**config.mk**
```make
export PLATFORM = sky130hd
export DESIGN_NAME = alu_cmd_sequencer
export DESIGN_NICKNAME = d
export VERILOG_FILES = /design/src/rtl/alu_cmd_sequencer_pkg.sv /design/src/rtl/alu_cmd_sequencer_sat_counter.sv /design/src/rtl/alu_cmd_sequencer.sv
export SDC_FILE = /design/constraint.sdc
export NUM_CORES = 1
export LEC_CHECK = 0
export ABC_AREA = 0
export CAP_MARGIN = 5
export CORE_ASPECT_RATIO = 1.1
export CORE_MARGIN = 1.5
export CORE_UTILIZATION = 30
export DETAILED_ROUTE_END_ITERATION = 8
export DONT_BUFFER_PORTS = 1
export HOLD_SLACK_MARGIN = 0.12
export PLACE_DENSITY = 0.45
export SETUP_SLACK_MARGIN = 0.15
export SYNTH_ARGS = -nofsm -noshare
export SYNTH_HDL_FRONTEND = slang
export SYNTH_SLANG_ARGS = --single-unit
export TNS_END_PERCENT = 5
```
**constraint.sdc**
```tcl
create_clock -name clk -period 1.6 [get_ports clk]
set_input_delay 0.16 -clock clk [delete_from_list [all_inputs] [get_ports clk]]
set_output_delay 0.16 -clock clk [all_outputs]
set_load 0.05 [all_outputs]
```
**src/rtl/alu_cmd_sequencer_pkg.sv**
```systemverilog
// Shared opcodes and FSM encoding for the ALU command sequencer.
package alu_cmd_sequencer_pkg;

   localparam logic [3:0] OP_ADD  = 4'b0000;
   localparam logic [3:0] OP_SUB  = 4'b0001;
   localparam logic [3:0] OP_AND  = 4'b0010;
   localparam logic [3:0] OP_OR   = 4'b0011;
   localparam logic [3:0] OP_XOR  = 4'b0100;
   localparam logic [3:0] OP_NAND = 4'b0101;
   localparam logic [3:0] OP_NOR  = 4'b0110;
   localparam logic [3:0] OP_XNOR = 4'b0111;
   localparam logic [3:0] OP_SHL  = 4'b1000;
   localparam logic [3:0] OP_SHR  = 4'b1001;
   localparam logic [3:0] OP_ROL  = 4'b1010;
   localparam logic [3:0] OP_ROR  = 4'b1011;
   localparam logic [3:0] OP_ASL  = 4'b1100;
   localparam logic [3:0] OP_ASR  = 4'b1101;
   localparam logic [3:0] OP_MUL  = 4'b1110;
   localparam logic [3:0] OP_DIV  = 4'b1111;

   typedef enum logic [1:0] {
      IDLE = 2'd0,
      EXEC = 2'd1,
      RESP = 2'd2
   } state_t;

endpackage

```
**src/rtl/alu_cmd_sequencer_sat_counter.sv**
```systemverilog
// Saturating up-counter; holds at all-ones once reached.
module sat_counter
   import alu_cmd_sequencer_pkg::*;
#(
   parameter int W = 16
) (
   input  logic         clk,
   input  logic         rst,
   input  logic         inc,
   output logic [W-1:0] cnt
);

   always_ff @(posedge clk) begin
      if (rst) begin
         cnt <= '0;
      end else if (inc && (cnt != '1)) begin
         cnt <= cnt + 1'b1;
      end
   end

endmodule

```
**src/rtl/alu_cmd_sequencer.sv**
```systemverilog
// Drives a combinational ALU from an accumulator and a command port,
// returning each result on a valid/ready response port.
module alu_cmd_sequencer
   import alu_cmd_sequencer_pkg::*;
#(
   parameter int WIDTH = 7,
   parameter int CNT_W = 16
) (
   input  logic             clk,
   input  logic             rst,
   input  logic             cmd_valid,
   output logic             cmd_ready,
   input  logic [3:0]       cmd_opcode,
   input  logic [WIDTH-1:0] cmd_imm,
   input  logic             cmd_load,
   input  logic             cmd_wb,
   output logic [3:0]       alu_opcode,
   output logic [WIDTH-1:0] alu_a,
   output logic [WIDTH-1:0] alu_b,
   input  logic [WIDTH-1:0] alu_result,
   input  logic             alu_carry,
   input  logic             alu_zero,
   output logic             rsp_valid,
   input  logic             rsp_ready,
   output logic [WIDTH-1:0] rsp_result,
   output logic             rsp_carry,
   output logic             rsp_zero,
   output logic [WIDTH-1:0] acc_out,
   output logic [CNT_W-1:0] op_count
);

   state_t           state;
   state_t           state_nx;
   logic [3:0]       opc_q;
   logic [WIDTH-1:0] imm_q;
   logic             wb_q;
   logic [WIDTH-1:0] acc;
   logic             rsp_fire;

   always_comb begin
      state_nx  = state;
      cmd_ready = 1'b0;
      rsp_valid = 1'b0;
      unique case (state)
         IDLE: begin
            cmd_ready = 1'b1;
            if (cmd_valid) begin
               state_nx = cmd_load ? RESP : EXEC;
            end
         end
         EXEC: state_nx = RESP;
         RESP: begin
            rsp_valid = 1'b1;
            if (rsp_ready) begin
               state_nx = IDLE;
            end
         end
         default: state_nx = IDLE;
      endcase
   end

   always_ff @(posedge clk) begin
      if (rst) begin
         state      <= IDLE;
         opc_q      <= '0;
         imm_q      <= '0;
         wb_q       <= 1'b0;
         acc        <= '0;
         rsp_result <= '0;
         rsp_carry  <= 1'b0;
         rsp_zero   <= 1'b0;
      end else begin
         state <= state_nx;
         if ((state == IDLE) && cmd_valid) begin
            opc_q <= cmd_opcode;
            imm_q <= cmd_imm;
            wb_q  <= cmd_wb;
            // Loads bypass the ALU and answer straight away.
            if (cmd_load) begin
               acc        <= cmd_imm;
               rsp_result <= cmd_imm;
               rsp_carry  <= 1'b0;
               rsp_zero   <= (cmd_imm == '0);
            end
         end
         if (state == EXEC) begin
            rsp_result <= alu_result;
            rsp_carry  <= alu_carry;
            rsp_zero   <= alu_zero;
            if (wb_q) begin
               acc <= alu_result;
            end
         end
      end
   end

   assign rsp_fire   = rsp_valid & rsp_ready;
   assign alu_opcode = opc_q;
   assign alu_a      = acc;
   assign alu_b      = imm_q;
   assign acc_out    = acc;

   sat_counter #(
      .W (CNT_W)
   ) u_cnt (
      .clk (clk),
      .rst (rst),
      .inc (rsp_fire),
      .cnt (op_count)
   );

endmodule
```
# Yosys cells after proc, flatten, opt, wreduce, memory -nomap -nowiden
# Cells that the tools add are included.
[op_classes]
addsub = 1
mul = 0
n_div = 0
order_cmp = 0
eq_ne = 5
shift = 0
mux = 19
bitwise = 1
n_reduce_logical = 8
[ops]
columns = ["operator", "count"]
rows = [
  ["7-bit 2-to-1 mux", 7],
  ["16-bit by 1-bit adder with 16-bit output (second input constant)", 1],
  ["16-bit != test (second input constant)", 1],
  ["1-bit 2-to-1 mux", 8],
  ["7-bit zero test", 1],
  ["2-bit 2-to-1 mux", 3],
  ["2-bit one-hot mux with 3 select lines", 1],
  ["2-bit != test (second input constant)", 2],
  ["2-bit AND reduction", 2],
  ["2-bit nonzero test", 2],
  ["2-bit by 1-bit equality test with 1-bit output (second input constant)", 1],
  ["2-bit equality test (second input constant)", 1],
  ["1-bit logical AND", 2],
  ["2-bit zero test", 1],
  ["1-bit AND", 1],
]
[word_totals]
regBits = 46
latch_bits = 0
mem_bits_rw = 0
romBits = 0
inputBits = 26
out_inout_bits = 52
word_cells = 43
n_memories = 0

# Longest topological paths before layout
[logic_depth]
depth_word = 5
ltp_mapped = 5

# By module
# Synthesis repeated with hierarchy kept, for this count alone.
[unflattened]
hier_cells = 242
hier_area_um2 = 2153.3
[by_module_without_submodules]
columns = ["module", "instances", "cells_each", "area_each_um2", "seq_area_each_um2"]
rows = [
  ["alu_cmd_sequencer", 1, 143, 1305.0, 600.6],
  ["sat_counter", 1, 99, 848.3, 320.3],
]

# Least setup slack after synthesis
# No wires, ideal clock.
[synth_path]
path_kind = "register -> register"
from = "register u_cnt.cnt[0]"
to = "register u_cnt.cnt[10]"
setup_time_ns = 0.123
arrival_time_ns = 2.011
t_required_ns = 1.477
path_slack_ns = -0.534
stages_incl_launch_ff = 6
n_path_buf = 0
period_less_slack_ns = 2.134
path_cell_list = "dfxtp_1 ha_1 nand3_2 or2_4 nor4_2 mux2_1"
[synth_between]
elab_chain_cells = 2
elab_cells_between_ends = 3
[synth_rtl]
columns = ["element", "line_no", "rtl"]
rows = [
  ["from (decl)", "alu_cmd_sequencer_sat_counter.sv:10", "output logic [W-1:0] cnt"],
  ["from (signal assigned)", "alu_cmd_sequencer_sat_counter.sv:17", "cnt <= cnt + 1'b1;"],
  ["branches (longest 2 deep; another with 16-bit by 1-bit adder with 16-bit output)", "--", ""],
]
# Parallel ways; which one is timed is not known.
# A chain may end at the register's enable or synchronous reset.

# Final worst setup path
[layout_path]
from = "register u_cnt.cnt[4]"
to = "register u_cnt.cnt[10]"
# The elaborated chain is that of the path after synthesis.

==> results.txt <==
post-DP HPWL: 4130 µm
Root Driver: clkbuf_8
Worst-Skew Late Latency: 0.30 ns
Hold WC Path Type: in -> reg
RSZ-0062 raised after global routing: yes
max cap viols: 0
PD cells: 837 mW/mm²
standby leakage power: 1.22 nW
crit path max fanout: 6
fin crit period: 1.51 ns
CP arrival: 1.70 ns
H-tree depth: 2
Port Buf Inserts: 0
fin cells: 403
FFs w/ async S/R, synth: 0%
post-synth net total: 277
Critical Path Slowest Stage Cell: dfxtp_2
die width: 83.2 µm
Post-synth EDFFs: 0
count of unique library cells instantiated by Yosys: 41
Synth Register Bits: 46
number of global-route vias before repair: 2009
Mapped Avg Cell Area: 8.50 µm²
Routed WL per cell: 15.4 µm
status: completed
Rel. slew slack: 64.8%
Syn Std Cell Area: 0.00212 mm²
TritonCTS clock tree: done
YS warnings: 0
Die Y: 91.3 µm
Startpoint Class: register
antenna fix cells: 0
Achievable Freq: 661 MHz
slowest stage delay, CP: 0.36 ns
Vias per Instance: 5.06
Tcrit/Tclk final: 94.5%
# DRC: 0
Longest Clk Path Bufs: 2
final setup violation count: 0
synth-to-layout area growth: 42.9%
Layout Utilization: 43.8%
largest net degree at the start of global routing: 50
layout cell share with drive strength beyond 1: 32.1%
total CTS buffers: 5
Die ar.: 0.00760 mm²
Core Area: 0.00693 mm²
Initial DRC Count: 79
Least-Margin Pin Slew: 0.527 ns
Seq/Total Area, Yosys: 43.3%
dpl cells: 364
Nets: 344
Total Wirelength: 6220 µm
critical setup path kind: reg -> reg
first-pass GRT wire length: 9900 µm
effective utilization at floorplan: 30.7%
Syn Inst Count: 250
WP data required: 1.79 ns
ys flop type: dfxtp_1
via count: 2038
GPL Wtd Cong: 0.723
final hold violations: 0
Worst Clk Skew: 0.00895 ns
crit end category: register
Pre-antenna DRT Iters: 4
global-route usage over all layers: 16.2%
initial antenna violation count: 0
Std-Cell Rows: 32
max-slew violations: 0
Max VDD drop: 0.419 mV
critical path, cell by cell: buf_4, and3_4, nand3_4, nor4_4, mux2_4
clk sink count: 46
grt ovf: 0
DRT antenna net count: 0
clk slew on worst S/H paths: 0.09 ns
I/O pin cnt: 78
-- area by class of cell --
| type | instances | area (µm²) |
|---|---|---|
| inverters | 4 | 15.0 |
| clock buffers | 7 | 97.6 |
| multi-input cells | 180 | 1190 |
| fillers | 707 | 3890 |
| repair buffers | 80 | 671 |
| well taps | 85 | 106 |
| flip-flops and latches | 46 | 951 |
| clock inverters | 1 | 7.51 |
-- what timing repair did --
item	4_1_cts	5_1_grt
endpoints found under the hold margin	46	0
buffers inserted	5	2
pin swaps	2	6
cloned	0	0
gates resized for setup	2	13
setup endpoints to repair	11	41
hold buffers	24	0
-- flip-flops by register name (all words and copies together), names as in the netlist --
register and flops:
u_cnt.cnt 16, acc_out 7, alu_b 7, rsp_result 7, alu_opcode 4, state 2
rsp_carry 1, rsp_zero 1, wb_q 1
-- through the flow --
stage          instance area, µm²  hold WS, ns  total power [mW]  setup TNS, ns  setup slack (ns)
2_1_floorplan                2170        0.296              1.60         -0.280            -0.126
3_3_place_gp                 2550        0.229              1.67              0            0.0122
3_5_place_dp                 2550        0.230              1.67       -0.00541          -0.00541
4_1_cts                      2950        0.120              2.58              0            0.0439
5_1_grt                      3040        0.155              2.65              0            0.0141
6_report                     3040        0.139              2.54              0            0.0881
-- worst max-delay path: cells and delay by family (launching register included) --
family,cells,cell delay (ns)
multiplexers,1,0.31
buffers and inverters,1,0.14
flip-flops,1,0.36
AND/OR/NAND/NOR,3,0.59
-- cell families (layout without fill, tap and decap cells) --
family	Yosys count	in the layout	synth area share (%)
mux	6	6	3.06
fa+ha+maj	1	1	0.589
flops	46	46	43.3
simple gates	126	126	32.2
compound gates	46	46	14.8
xor+xnor	1	1	0.412
buf+inv	24	92	5.65
-- cell usage after synthesis, types with 3 or more instances --
| cell | number | area share (%) |
|---|---|---|
| a21oi_1 | 21 | 4.9 |
| a311oi_1 | 15 | 6.2 |
| buf_1 | 4 | 0.71 |
| buf_2 | 3 | 0.71 |
| buf_4 | 7 | 2.5 |
| clkbuf_1 | 6 | 1.1 |
| dfxtp_1 | 46 | 43 |
| inv_1 | 4 | 0.71 |
| mux2_1 | 4 | 2.1 |
| nand2_1 | 45 | 8.0 |
| nand3_1 | 13 | 3.1 |
| nand4_4 | 3 | 3.0 |
| nor2_1 | 27 | 4.8 |
| nor2b_1 | 5 | 1.5 |
| nor3_1 | 8 | 1.9 |
| nor4_2 | 3 | 1.8 |
| o21ai_0 | 3 | 0.71 |
| o31ai_1 | 3 | 1.1 |
| or4_1 | 3 | 1.1 |
-- routing by layer --
| metal | global-route usage, % | part of all wire (%) | vias to the layer above |
|---|---|---|---|
| met4 | 4.58 | 0.61 | 0 |
| met3 | 4.91 | 6.5 | 2 |
| met5 | 0 | 0 | - |
| met2 | 30.3 | 52 | 59 |
| met1 | 17.6 | 41 | 955 |
| li1 | - | - | 1022 |
-- placed cells by master, fill, tap and decap left out, drive strengths merged --
master / n
a21oi: 21
a311oi: 15
a31oi: 1
a41oi: 1
and3: 2
and3b: 1
and4: 1
buf: 57
clkbuf: 7
clkinvlp: 1
dfxtp: 46
dlygate4sd3: 23
ha: 1
inv: 4
mux2: 4
mux2i: 2
nand2: 46
nand2b: 2
nand3: 14
nand3b: 1
nand4: 5
nand4b: 1
nor2: 27
nor2b: 5
nor3: 8
nor3b: 1
nor4: 6
o21ai: 3
o31ai: 3
o32ai: 1
o41ai: 1
or2: 1
or3: 2
or4: 3
xor2: 1
-- report_power, final --
part | internal, mW | total (mW) | switching, mW
logic | 0.151 | 0.443 | 0.292
registers | 1.19 | 1.28 | 0.0952
clock network | 0.404 | 0.814 | 0.410
total | 1.74 | 2.54 | 0.797
-- final timing paths --
| kind | start | end | slack (ns) | cells past startpoint |
|---|---|---|---|---|
| worst min-delay path | cmd_imm[5] | acc_out[5] | 0.14 | 2 |
| worst max-delay path | u_cnt.cnt[4] | u_cnt.cnt[10] | 0.09 | 5 |
| worst min register to register | wb_q | wb_q | 0.49 | 2 |
| worst max register to register | u_cnt.cnt[4] | u_cnt.cnt[10] | 0.09 | 5 |
Note: power is estimated with default switching activity, not from simulation.
